--- src/rtl/pe_array_ctrl_pkg.sv ---
// Shared types and derived constants for the systolic-array sequencer.
// The helper functions let each instance derive its own widths from its parameters.
package pe_array_ctrl_pkg;

    typedef enum logic [2:0] {
        IDLE   = 3'd0,
        LOAD_W = 3'd1,
        STREAM = 3'd2,
        DRAIN  = 3'd3,
        DONE   = 3'd4
    } state_e;

    localparam int ARRAY_SIZE_DEF = 8;
    localparam int CNT_WIDTH_DEF  = 16;
    localparam int RES_LAT_DEF    = ARRAY_SIZE_DEF + 1;

    function automatic int row_w(input int n);
        return $clog2(n);
    endfunction

    // Drain must outlast the deepest out_valid tap (last column of the last vector).
    function automatic int drain_cyc(input int res_lat, input int n);
        return res_lat + n - 1;
    endfunction

    localparam int ROW_W     = row_w(ARRAY_SIZE_DEF);
    localparam int DRAIN_CYC = drain_cyc(RES_LAT_DEF, ARRAY_SIZE_DEF);

endpackage

--- src/rtl/pe_array_ctrl_if.sv ---
// Job-control and array-edge bundle between the sequencer (slave) and its user (master).
interface pe_array_ctrl_if #(
    parameter int ARRAY_SIZE = 8,
    parameter int CNT_WIDTH  = 16
);
    localparam int ROW_W = $clog2(ARRAY_SIZE);

    logic                  start_i;
    logic                  abort_i;
    logic [CNT_WIDTH-1:0]  num_vec_i;
    logic                  busy_o;
    logic                  done_o;
    logic                  weight_rd_en_o;
    logic [ROW_W-1:0]      weight_row_o;
    logic                  ifmap_rd_en_o;
    logic [CNT_WIDTH-1:0]  ifmap_idx_o;
    logic [ARRAY_SIZE-1:0] weight_en_o;
    logic [ARRAY_SIZE-1:0] ifmap_en_o;
    logic [ARRAY_SIZE-1:0] psum_en_o;
    logic [ARRAY_SIZE-1:0] out_valid_o;

    modport master (
        output start_i, abort_i, num_vec_i,
        input  busy_o, done_o, weight_rd_en_o, weight_row_o, ifmap_rd_en_o,
               ifmap_idx_o, weight_en_o, ifmap_en_o, psum_en_o, out_valid_o
    );

    modport slave (
        input  start_i, abort_i, num_vec_i,
        output busy_o, done_o, weight_rd_en_o, weight_row_o, ifmap_rd_en_o,
               ifmap_idx_o, weight_en_o, ifmap_en_o, psum_en_o, out_valid_o
    );
endinterface

--- src/rtl/pe_array_ctrl_skew.sv ---
// 1-bit tapped delay line: taps_o[i] is din_i delayed by (DEPTH-NTAPS+i+1) cycles.
// flush_i clears every stage on the next edge.
module skew_shift #(
    parameter int DEPTH = 4,
    parameter int NTAPS = DEPTH
) (
    input  logic             clk,
    input  logic             rst_n,
    input  logic             flush_i,
    input  logic             din_i,
    output logic [NTAPS-1:0] taps_o
);
    logic [DEPTH-1:0] sr_q;
    logic [DEPTH-1:0] sr_d;

    // Shift one stage per cycle, or empty the line on flush.
    always_comb begin
        sr_d = {DEPTH{1'b0}};
        if (flush_i) begin
            sr_d = {DEPTH{1'b0}};
        end else begin
            sr_d[0] = din_i;
            for (int i = 1; i < DEPTH; i++) begin
                sr_d[i] = sr_q[i-1];
            end
        end
    end

    // Delay-line storage.
    always_ff @(posedge clk or negedge rst_n) begin
        if (!rst_n) begin
            sr_q <= {DEPTH{1'b0}};
        end else begin
            sr_q <= sr_d;
        end
    end

    assign taps_o = sr_q[DEPTH-1 -: NTAPS];
endmodule

--- src/rtl/pe_array_ctrl.sv ---
// Job sequencer for an N x N weight-stationary systolic array: loads weights,
// streams ifmap vectors with diagonal skew, drains, and flags bottom-edge psums.
module pe_array_ctrl
    import pe_array_ctrl_pkg::*;
#(
    parameter int ARRAY_SIZE = ARRAY_SIZE_DEF,
    parameter int CNT_WIDTH  = CNT_WIDTH_DEF,
    parameter int RES_LAT    = ARRAY_SIZE + 1
) (
    input  logic             clk,
    input  logic             rst_n,
    pe_array_ctrl_if.slave   bus
);
    localparam int ROW_BITS  = row_w(ARRAY_SIZE);
    localparam int DRAIN_LEN = drain_cyc(RES_LAT, ARRAY_SIZE);

    state_e                state_q, state_d;
    logic [ROW_BITS-1:0]   row_q, row_d;
    logic [CNT_WIDTH-1:0]  idx_q, idx_d;
    logic [CNT_WIDTH-1:0]  drain_q, drain_d;
    logic [CNT_WIDTH-1:0]  num_vec_q, num_vec_d;
    logic                  abort_s, stream_act_s;
    logic [ARRAY_SIZE-2:0] lane_taps_s;
    logic [ARRAY_SIZE-1:0] ov_taps_s;
    logic                  busy_s, done_s, wrd_s, ird_s;
    logic [ROW_BITS-1:0]   wrow_s;
    logic [CNT_WIDTH-1:0]  iidx_s;
    logic [ARRAY_SIZE-1:0] wen_s;

    assign abort_s = bus.abort_i && (state_q != IDLE);

    // State and counter registers.
    always_ff @(posedge clk or negedge rst_n) begin
        if (!rst_n) begin
            state_q   <= IDLE;
            row_q     <= {ROW_BITS{1'b0}};
            idx_q     <= {CNT_WIDTH{1'b0}};
            drain_q   <= {CNT_WIDTH{1'b0}};
            num_vec_q <= {CNT_WIDTH{1'b0}};
        end else begin
            state_q   <= state_d;
            row_q     <= row_d;
            idx_q     <= idx_d;
            drain_q   <= drain_d;
            num_vec_q <= num_vec_d;
        end
    end

    // Next-state and counter update; abort outranks every other transition.
    always_comb begin
        state_d   = state_q;
        row_d     = row_q;
        idx_d     = idx_q;
        drain_d   = drain_q;
        num_vec_d = num_vec_q;
        if (abort_s) begin
            state_d = IDLE;
            row_d   = {ROW_BITS{1'b0}};
            idx_d   = {CNT_WIDTH{1'b0}};
            drain_d = {CNT_WIDTH{1'b0}};
        end else begin
            case (state_q)
                IDLE: begin
                    if (bus.start_i) begin
                        num_vec_d = bus.num_vec_i;
                        state_d   = (bus.num_vec_i == {CNT_WIDTH{1'b0}}) ? DONE : LOAD_W;
                    end else begin
                        state_d = IDLE;
                    end
                end
                LOAD_W: begin
                    if (row_q == ROW_BITS'(ARRAY_SIZE - 1)) begin
                        row_d   = {ROW_BITS{1'b0}};
                        state_d = STREAM;
                    end else begin
                        row_d = row_q + ROW_BITS'(1);
                    end
                end
                // Compare against num_vec-1 so the index never has to reach num_vec.
                STREAM: begin
                    if (idx_q == num_vec_q - CNT_WIDTH'(1)) begin
                        idx_d   = {CNT_WIDTH{1'b0}};
                        state_d = DRAIN;
                    end else begin
                        idx_d = idx_q + CNT_WIDTH'(1);
                    end
                end
                DRAIN: begin
                    if (drain_q == CNT_WIDTH'(DRAIN_LEN - 1)) begin
                        drain_d = {CNT_WIDTH{1'b0}};
                        state_d = DONE;
                    end else begin
                        drain_d = drain_q + CNT_WIDTH'(1);
                    end
                end
                DONE:    state_d = IDLE;
                default: state_d = IDLE;
            endcase
        end
    end

    // Output decode from the state register only.
    always_comb begin
        busy_s       = 1'b1;
        done_s       = 1'b0;
        wrd_s        = 1'b0;
        wrow_s       = {ROW_BITS{1'b0}};
        wen_s        = {ARRAY_SIZE{1'b0}};
        ird_s        = 1'b0;
        iidx_s       = {CNT_WIDTH{1'b0}};
        stream_act_s = 1'b0;
        case (state_q)
            IDLE:   busy_s = 1'b0;
            LOAD_W: begin
                wrd_s  = 1'b1;
                wrow_s = row_q;
                wen_s  = {ARRAY_SIZE{1'b1}};
            end
            STREAM: begin
                ird_s        = 1'b1;
                iidx_s       = idx_q;
                stream_act_s = 1'b1;
            end
            DRAIN:   busy_s = 1'b1;
            DONE:    done_s = 1'b1;
            default: busy_s = 1'b0;
        endcase
    end

    skew_shift #(.DEPTH(ARRAY_SIZE - 1), .NTAPS(ARRAY_SIZE - 1)) u_lane_skew (
        .clk(clk), .rst_n(rst_n), .flush_i(abort_s), .din_i(stream_act_s), .taps_o(lane_taps_s)
    );

    // Only the last N stages matter: column c sees its psum RES_LAT+c cycles late.
    skew_shift #(.DEPTH(DRAIN_LEN), .NTAPS(ARRAY_SIZE)) u_ov_skew (
        .clk(clk), .rst_n(rst_n), .flush_i(abort_s), .din_i(stream_act_s), .taps_o(ov_taps_s)
    );

    assign bus.busy_o         = busy_s;
    assign bus.done_o         = done_s;
    assign bus.weight_rd_en_o = wrd_s;
    assign bus.weight_row_o   = wrow_s;
    assign bus.weight_en_o    = wen_s;
    assign bus.ifmap_rd_en_o  = ird_s;
    assign bus.ifmap_idx_o    = iidx_s;
    assign bus.ifmap_en_o     = {lane_taps_s, stream_act_s};
    assign bus.psum_en_o      = {lane_taps_s, stream_act_s};
    assign bus.out_valid_o    = ov_taps_s;
endmodule

--- src/flat_wrapper.sv ---
// flat-port wrapper written by rule: the top's interface ports become plain ports
module pe_array_ctrl_flat import pe_array_ctrl_pkg::*;
#(
    parameter int ARRAY_SIZE = ARRAY_SIZE_DEF,
    parameter int CNT_WIDTH  = CNT_WIDTH_DEF,
    parameter int RES_LAT    = ARRAY_SIZE + 1
)
  (clk, rst_n, bus_start_i, bus_abort_i, bus_num_vec_i, bus_busy_o, bus_done_o, bus_weight_rd_en_o, bus_weight_row_o, bus_ifmap_rd_en_o, bus_ifmap_idx_o, bus_weight_en_o, bus_ifmap_en_o, bus_psum_en_o, bus_out_valid_o);
  pe_array_ctrl_if #(.ARRAY_SIZE(ARRAY_SIZE), .CNT_WIDTH(CNT_WIDTH)) bus_i ();
  input  logic clk;
  input  logic rst_n;
  input wire logic [$bits(bus_i.start_i)-1:0] bus_start_i;
  input wire logic [$bits(bus_i.abort_i)-1:0] bus_abort_i;
  input wire logic [$bits(bus_i.num_vec_i)-1:0] bus_num_vec_i;
  output wire logic [$bits(bus_i.busy_o)-1:0] bus_busy_o;
  output wire logic [$bits(bus_i.done_o)-1:0] bus_done_o;
  output wire logic [$bits(bus_i.weight_rd_en_o)-1:0] bus_weight_rd_en_o;
  output wire logic [$bits(bus_i.weight_row_o)-1:0] bus_weight_row_o;
  output wire logic [$bits(bus_i.ifmap_rd_en_o)-1:0] bus_ifmap_rd_en_o;
  output wire logic [$bits(bus_i.ifmap_idx_o)-1:0] bus_ifmap_idx_o;
  output wire logic [$bits(bus_i.weight_en_o)-1:0] bus_weight_en_o;
  output wire logic [$bits(bus_i.ifmap_en_o)-1:0] bus_ifmap_en_o;
  output wire logic [$bits(bus_i.psum_en_o)-1:0] bus_psum_en_o;
  output wire logic [$bits(bus_i.out_valid_o)-1:0] bus_out_valid_o;
  assign bus_i.start_i = bus_start_i;
  assign bus_i.abort_i = bus_abort_i;
  assign bus_i.num_vec_i = bus_num_vec_i;
  assign bus_busy_o = bus_i.busy_o;
  assign bus_done_o = bus_i.done_o;
  assign bus_weight_rd_en_o = bus_i.weight_rd_en_o;
  assign bus_weight_row_o = bus_i.weight_row_o;
  assign bus_ifmap_rd_en_o = bus_i.ifmap_rd_en_o;
  assign bus_ifmap_idx_o = bus_i.ifmap_idx_o;
  assign bus_weight_en_o = bus_i.weight_en_o;
  assign bus_ifmap_en_o = bus_i.ifmap_en_o;
  assign bus_psum_en_o = bus_i.psum_en_o;
  assign bus_out_valid_o = bus_i.out_valid_o;
  pe_array_ctrl #(.ARRAY_SIZE(ARRAY_SIZE), .CNT_WIDTH(CNT_WIDTH), .RES_LAT(RES_LAT)) u_core (.clk(clk), .rst_n(rst_n), .bus(bus_i));
endmodule
--- config.mk ---
export PLATFORM = sky130hd
export DESIGN_NAME = pe_array_ctrl_flat
export DESIGN_NICKNAME = d
export VERILOG_FILES = /design/src/rtl/pe_array_ctrl_pkg.sv /design/src/rtl/pe_array_ctrl_if.sv /design/src/rtl/pe_array_ctrl_skew.sv /design/src/rtl/pe_array_ctrl.sv /design/src/flat_wrapper.sv
export SDC_FILE = /design/constraint.sdc
export NUM_CORES = 1
export LEC_CHECK = 0
export ABC_AREA = 1
export BUFFER_PORTS_ARGS = -buffer_cell sky130_fd_sc_hd__clkbuf_2
export CAP_MARGIN = 20
export CORE_MARGIN = 2
export CORE_UTILIZATION = 35
export CTS_CLUSTER_DIAMETER = 40
export CTS_CLUSTER_SIZE = 14
export DETAILED_ROUTE_END_ITERATION = 10
export GPL_ROUTABILITY_DRIVEN = 1
export PLACE_DENSITY = 0.64
export SETUP_SLACK_MARGIN = 0.1
export SKIP_LAST_GASP = 1
export SLEW_MARGIN = 20
export SYNTH_ARGS = -nofsm -noshare
export SYNTH_HDL_FRONTEND = slang
export SYNTH_SLANG_ARGS = --single-unit
--- constraint.sdc ---
create_clock -name clk -period 2.6 [get_ports clk]
set_input_delay 0.52 -clock clk [delete_from_list [all_inputs] [get_ports clk]]
set_output_delay 0.52 -clock clk [all_outputs]
set_load 0.005 [all_outputs]
==> impl_metrics.tcl, run 1 <==
set metrics [dict create \
    outcome "completed" \
    fin_crit_sh 0.857 \
    yosysSeqAreaShare 0.413 \
    viasPerCell 4.85 \
    routabilityCongestion 0.858 \
    ys_types 33 \
    cap_violations 0 \
    dieArea_sq_um 13000 \
    grt_first_pass_wirelength_mm 16.7 \
    ys.flop_type "dfrtp_1" \
    synthesis.nets 595 \
    syn_area_sq_um 4240 \
    drt-initial-drc-count 196 \
    critPathRequiredTime_ps 2800 \
    grt_max_degree 50 \
    root_buffer "clkbuf_16" \
    synth_most_common_cell "nand2_1" \
    cts_tree "yes" \
    switching_share 0.397 \
    seq_area_sq_um 1750 \
    powerDensity_nw_per_um2 859 \
    p_clk_frac 0.274 \
    rsz0062_at_grt "no" \
    vias 3737 \
    fin_tns_setup_ps 0 \
    nets 644 \
    pwr-share-comb 0.366 \
    ys_ff_latch 70 \
    htreeDepth 3 \
    std_cell_rows 40 \
    pwr-share-seq 0.360 \
    skew_ps 8.19 \
    crit_type "reg2reg" \
    setup_viol 0 \
    synthTopCellsByCount "nand2_1 (109), nor2_1 (82), inv_1 (77)" \
    cts_hold_buf 0 \
    ios 75 \
    power.net_switching_mw 1.66 \
    clk_pin_slew_ps 60 \
    synth_edf_count 0 \
    antenna_found_initial 0 \
    avgSynthCellArea_sq_um 7.44 \
    place.detailed.hpwl_mm 7.53 \
    tightest_slew_ps 673 \
    cp_max_fo 17 \
    start_util 0.356 \
    hold_class "in2async" \
    finalWorstSetupSlack_ps 373 \
    routed_wl_mm 9.94 \
    insertion_delay_ps 330 \
    p_leak_nw 2.34 \
    max_freq_ghz 0.449 \
    die_w_microns 114 \
    yosys_warnings 0 \
    multiInputGateArea_sq_um 1900 \
    post-route-drc-count 0 \
    drv_slew 0 \
    end_kind "flip-flop" \
    yosys.area.top_type_share 0.413 \
    place.port_buffers 74 \
    track_usage 0.160 \
    hold_viol 0 \
    ys_async_sr_fraction 1.00 \
    num_antenna_cells 0 \
    min_period_ps 2230 \
    internal_power_mw 2.52 \
    cts.sinks 70 \
    wl_per_cell_microns 12.9 \
    arrival_ps 2420 \
    vdd_drop_max_mv 0.323 \
    core_sq_um 11900 \
    grt_pass1_vias 3590 \
    slew_headroom 0.551 \
    ant_nets 0 \
    overflow 0 \
    synthesis.instances 570 \
    place_ws_ps 169 \
    fp.dieH_microns 114 \
    cts_made_buffers 9 \
    clockBufferDepth 2 \
    synth.area.top_cells "dfrtp_1 (41%), nand2_1 (9.6%), nor2_1 (7.3%)" \
    critPathLaunchType "flip-flop" \
    yosysTopAreaCell "dfrtp_1" \
    fill_cells 1226 \
    layout-drive-gt1-share 0.184 \
    first_pass_iters 5 \
    area_growth_pct 14.7 \
]
-- power by group through the flow --
stage	Clock (mW)	Combinational, mW	Sequential (mW)
final	1.14	1.53	1.50
after global routing	1.22	1.76	1.54
after CTS	1.16	1.48	1.50
after detailed placement	0	1.48	1.52
after global placement	0	1.44	1.51
after floorplan	0	1.18	1.46
-- placed cells by master, fill, tap and decap left out, types with 2 or more instances in the layout --
| cell type | n |
|---|---|
| nand2_1 | 109 |
| nor2_1 | 81 |
| inv_1 | 77 |
| clkbuf_2 | 73 |
| dfrtp_1 | 70 |
| nand3_1 | 41 |
| o21ai_0 | 34 |
| xor2_1 | 26 |
| nand4_1 | 13 |
| a21oi_1 | 11 |
| nor4_1 | 10 |
| nor3_1 | 9 |
| clkbuf_16 | 9 |
| o22ai_1 | 8 |
| buf_4 | 8 |
| nor2_2 | 6 |
| xnor2_1 | 6 |
| ha_1 | 5 |
| nand2_2 | 4 |
| clkinvlp_4 | 2 |
| nor2_4 | 2 |
| clkinv_2 | 2 |
| clkinv_4 | 2 |
-- per-layer routing --
| metal | wire length, microns | vias up | track usage |
|---|---|---|---|
| li1 | - | 1889 | - |
| met1 | 4700 | 1762 | 0.214 |
| met2 | 4690 | 76 | 0.262 |
| met3 | 453 | 10 | 0.0307 |
| met4 | 97 | 0 | 0.0553 |
| met5 | 0 | - | 0 |
-- timing repair --
| action | 4_1_cts | 5_1_grt |
|---|---|---|
| resized for setup | 0 | 1 |
| endpoints found under the setup margin | 0 | 16 |
| setup buffers | 0 | 4 |
-- worst max-delay path, stage by stage, from the launching register on --
cell and delay (ps):
dfrtp_1 400, inv_1 180, ha_1 310, nand2_2 120
nor2_2 150, nand2_1 70, nand2_1 60, nand2_1 40
nor2_1 110, nand2_1 80, nor2_2 90, nand3_2 130
nand2_4 210, o211ai_1 120
-- flip-flops by register name, indices dropped and copies added (netlist names) --
name                       count
u_core.idx_q                  16
u_core.drain_q                16
u_core.state_q                 3
u_core.u_ov_skew.sr_q         10
u_core.u_lane_skew.taps_o      6
u_core.row_q                   3
u_core.num_vec_q              16
-- per-stage QoR --
stage | power, mW | cells | cell area, sq um | util | hold slack (ps)
detailed placement | 3.00 | 751 | 4550 | 0.382 | 464
global route | 4.52 | 771 | 4870 | 0.409 | 209
CTS | 4.15 | 767 | 4820 | 0.405 | 184
finish | 4.18 | 771 | 4870 | 0.409 | 175
floorplan | 2.64 | 570 | 4240 | - | 224
global placement | 2.95 | 751 | 4550 | 0.382 | 464
-- worst paths after layout --
check	slack [ps]	startpoint	end	depth (start not counted)
max	370	u_core.num_vec_q[0]$_DFFE_PN0P_	u_core.state_q[1]$_DFFE_PN0P_	13
min	180	rst_n	u_core.idx_q[5]$_DFFE_PN0P_	1
max reg2reg	370	u_core.num_vec_q[0]$_DFFE_PN0P_	u_core.state_q[1]$_DFFE_PN0P_	13
min reg2reg	470	u_core.u_ov_skew.sr_q[7]$_DFF_PN0_	u_core.u_ov_skew.sr_q[8]$_DFF_PN0_	2
max in group asynchronous	1760	rst_n	u_core.num_vec_q[13]$_DFFE_PN0P_	2
min in group clk	450	bus_num_vec_i[15]	u_core.num_vec_q[15]$_DFFE_PN0P_	2
-- cell type report --
type,count,area share
well taps,147,0.0378
multi-input cells,376,0.391
flip-flops and latches,70,0.360
inverters,79,0.0617
repair buffers,83,0.0926
clock inverters,5,0.00720
clock buffers,11,0.0499
-- cell families after synthesis --
group / count (synthesis) / share of synthesized area
simple gates: 281 / 0.291
buf+inv: 124 / 0.141
flops: 70 / 0.413
compound gates: 57 / 0.0717
xor+xnor: 32 / 0.0661
fa+ha+maj: 5 / 0.0147
mux: 1 / 0.00265
No activity file was read; power rests on OpenSTA's default activity.
==> run 2: changes to the inputs <==
--- a/config.mk
+++ b/config.mk
@@ -20,4 +20,5 @@
 export SLEW_MARGIN = 20
 export SYNTH_ARGS = -nofsm -noshare
 export SYNTH_HDL_FRONTEND = slang
+export SYNTH_HIERARCHICAL = 1
 export SYNTH_SLANG_ARGS = --single-unit
==> run 2 against run 1 <==
Against the previous run: routed wire length is 1.8% lower; cell area is 4.8% higher; global-route usage is 0.88 points lower; critical path type is now reg2out; largest power group unchanged.
==> impl_metrics.tcl, run 2 <==
set metrics [dict create \
    reg2reg_slack_ps 490 \
    r2r_start "u_core/num_vec_q[0]$_DFFE_PN0P_" \
    place_ws_ps 491 \
    synthTopCellsByCount "nand2_1 (121), inv_1 (89), nor2_1 (85)" \
    synth.area.top_cells "dfrtp_1 (44%), nand2_1 (10%), inv_1 (7.5%)" \
    cap_violations 0 \
    synth_edf_count 0 \
    cp_max_fo 17 \
    place.port_buffers 74 \
    overflow 0 \
    skew_ps 9.52 \
    yosysTopAreaCell "dfrtp_1" \
    die_w_microns 116 \
    end_kind "output port" \
    cts.sinks 77 \
    rr_worst_depth 13 \
    routabilityCongestion 0.858 \
    top_usage_layer "met2" \
    insertion_delay_ps 340 \
    drv_slew 0 \
    layout-drive-gt1-share 0.180 \
    ant_nets 0 \
    stdcell_area_sq_um 5100 \
    nets 665 \
    place.detailed.hpwl_mm 7.34 \
    critPathMaxStageDelay_ps 420 \
    yosys.area.top_type_share 0.435 \
    stdcell_count 817 \
    met2_usage 0.248 \
    outcome "completed" \
    root_buffer "clkbuf_16" \
    ys_ff_latch 77 \
    grt_max_degree 46 \
    cts_tree "yes" \
    track_usage 0.151 \
    critPathRequiredTime_ps 2080 \
    area_growth_pct 15.2 \
    cp.depth 4 \
    cp_top_family "buffers and inverters" \
    p_leak_nw 2.47 \
    slew_headroom 0.555 \
    fin_tns_setup_ps 0 \
    crit_buf_inv 2 \
    tightest_slew_ps 664 \
    setup_viol 0 \
    post-route-drc-count 0 \
    std_cell_rows 41 \
    whs_ps 125 \
    ios 75 \
    place_area_sq_um 4800 \
    critPathLaunchType "flip-flop" \
    reg2reg_to "u_core/state_q[1]$_DFFE_PN0P_" \
    min_period_ps 2300 \
    dieArea_sq_um 13600 \
    clk_pin_slew_ps 70 \
    placedCellCount 801 \
    use_met3 0.0291 \
    clockBufferDepth 2 \
    synthesis.instances 586 \
    first_pass_iters 4 \
    ys_async_sr_fraction 1.00 \
    fp.dieH_microns 116 \
    htreeDepth 3 \
    rsz0062_at_grt "no" \
    finalWorstSetupSlack_ps 303 \
    crit_chain "nor3_2 -> clkinvlp_4 -> nor2_1 -> clkbuf_2" \
    cts_hold_buf 0 \
    core_sq_um 12500 \
    antenna_found_initial 0 \
    powerDensity_nw_per_um2 940 \
    vdd_drop_max_mv 0.386 \
    layout_common_cells "nand2_1 (121), inv_1 (89), nor2_1 (84), dfrtp_1 (77), clkbuf_2 (73)" \
    ys.flop_type "dfrtp_1" \
    cts_made_buffers 9 \
    start_util 0.355 \
    yosysSeqAreaShare 0.435 \
    drt-initial-drc-count 217 \
    yosys_warnings 6 \
    crit_type "reg2out" \
    avgSynthCellArea_sq_um 7.55 \
    routed_wl_mm 9.76 \
    cpMaxStageDelayCell "dfrtp_1" \
    final_common_cell "nand2_1" \
    hold_class "in2async" \
    fin_crit_sh 0.884 \
    max_freq_ghz 0.435 \
    wl_per_cell_microns 11.9 \
    grt_use_met1 0.198 \
    ys_types 32 \
    grt_first_pass_wirelength_mm 16.4 \
    hold_viol 0 \
    syn_area_sq_um 4430 \
    num_antenna_cells 0 \
    synthesis.nets 611 \
    synth_most_common_cell "nand2_1" \
    grt_pass1_vias 3510 \
    arrival_ps 1780 \
    vias 3713 \
    viasPerCell 4.54 \
]
## run 2: changes by cell type after synthesis, sizes merged, moves of 5 or more
cell	previous run	this run
o21ai	35	52
nand3	42	28
nand2	114	127
inv	77	89
buf	37	29
nor2	89	97
xor2	26	18
dfrtp	70	77
a21oi	11	6
nand3b	1	6
nor4	10	5
## run 2: power by group
part / switching, mW / leakage (nW) / internal (mW)
Combinational: 1.22 / 1.29 / 0.660
Sequential: 0.243 / 1.04 / 1.45
Clock: 0.543 / 0.137 / 0.669
## run 2: worst max-delay path by stage
stage	from	to
floorplan	u_core/state_q[2]$_DFFE_PN0P_	bus_weight_row_o[0]
global placement	u_core/num_vec_q[0]$_DFFE_PN0P_	u_core/state_q[1]$_DFFE_PN0P_
CTS	u_core/state_q[2]$_DFFE_PN0P_	bus_ifmap_idx_o[10]
detailed placement	u_core/state_q[0]$_DFFE_PN0P_	u_core/idx_q[6]$_DFFE_PN0P_
finish	u_core/state_q[2]$_DFFE_PN0P_	bus_ifmap_idx_o[10]
global route	u_core/state_q[2]$_DFFE_PN0P_	bus_ifmap_idx_o[11]
## run 2: worst reg2reg max path, stage by stage (launching register included)
cell	delay (ps)
dfrtp_1	400
inv_1	120
ha_1	230
nand2_2	130
nor2_4	180
nand2_1	70
o21ai_0	70
nand2_1	60
nor2_1	90
nand2_1	70
nor2_2	120
nand2_2	90
nand3_4	180
o211ai_1	140
## run 2: timing repair
item,CTS,global route
setup endpoints to repair,0,13
gates resized for setup,0,1
buffers inserted,0,0
## run 2: cell families after synthesis
family,after synthesis,share of synthesized area
buf+inv,127,0.136
compound gates,68,0.0808
simple gates,282,0.280
fa+ha+maj,5,0.0141
flops,77,0.435
xor+xnor,27,0.0534
## run 2: area by class of cell
| class | count | area [sq um] |
|---|---|---|
| fill | 1275 | 7370 |
| sequential | 77 | 1930 |
| multi-input combinational | 382 | 1900 |
| timing repair buffer | 78 | 415 |
| inverter | 92 | 349 |
| clock buffer | 9 | 225 |
| tap | 172 | 215 |
| clock inverter | 7 | 68.8 |
## run 2: per-layer routing
layer  part of all wire  routed length, microns
met3              0.031                     306
met1               0.48                    4670
met5                  0                       0
met2               0.47                    4590
met4              0.020                     196
## run 2: through the flow
| step | power [mW] | util |
|---|---|---|
| 2_1_floorplan | 3.17 | - |
| 3_3_place_gp | 3.55 | 0.385 |
| 3_5_place_dp | 3.59 | 0.385 |
| 4_1_cts | 4.82 | 0.409 |
| 5_1_grt | 5.19 | 0.409 |
| 6_report | 4.79 | 0.409 |
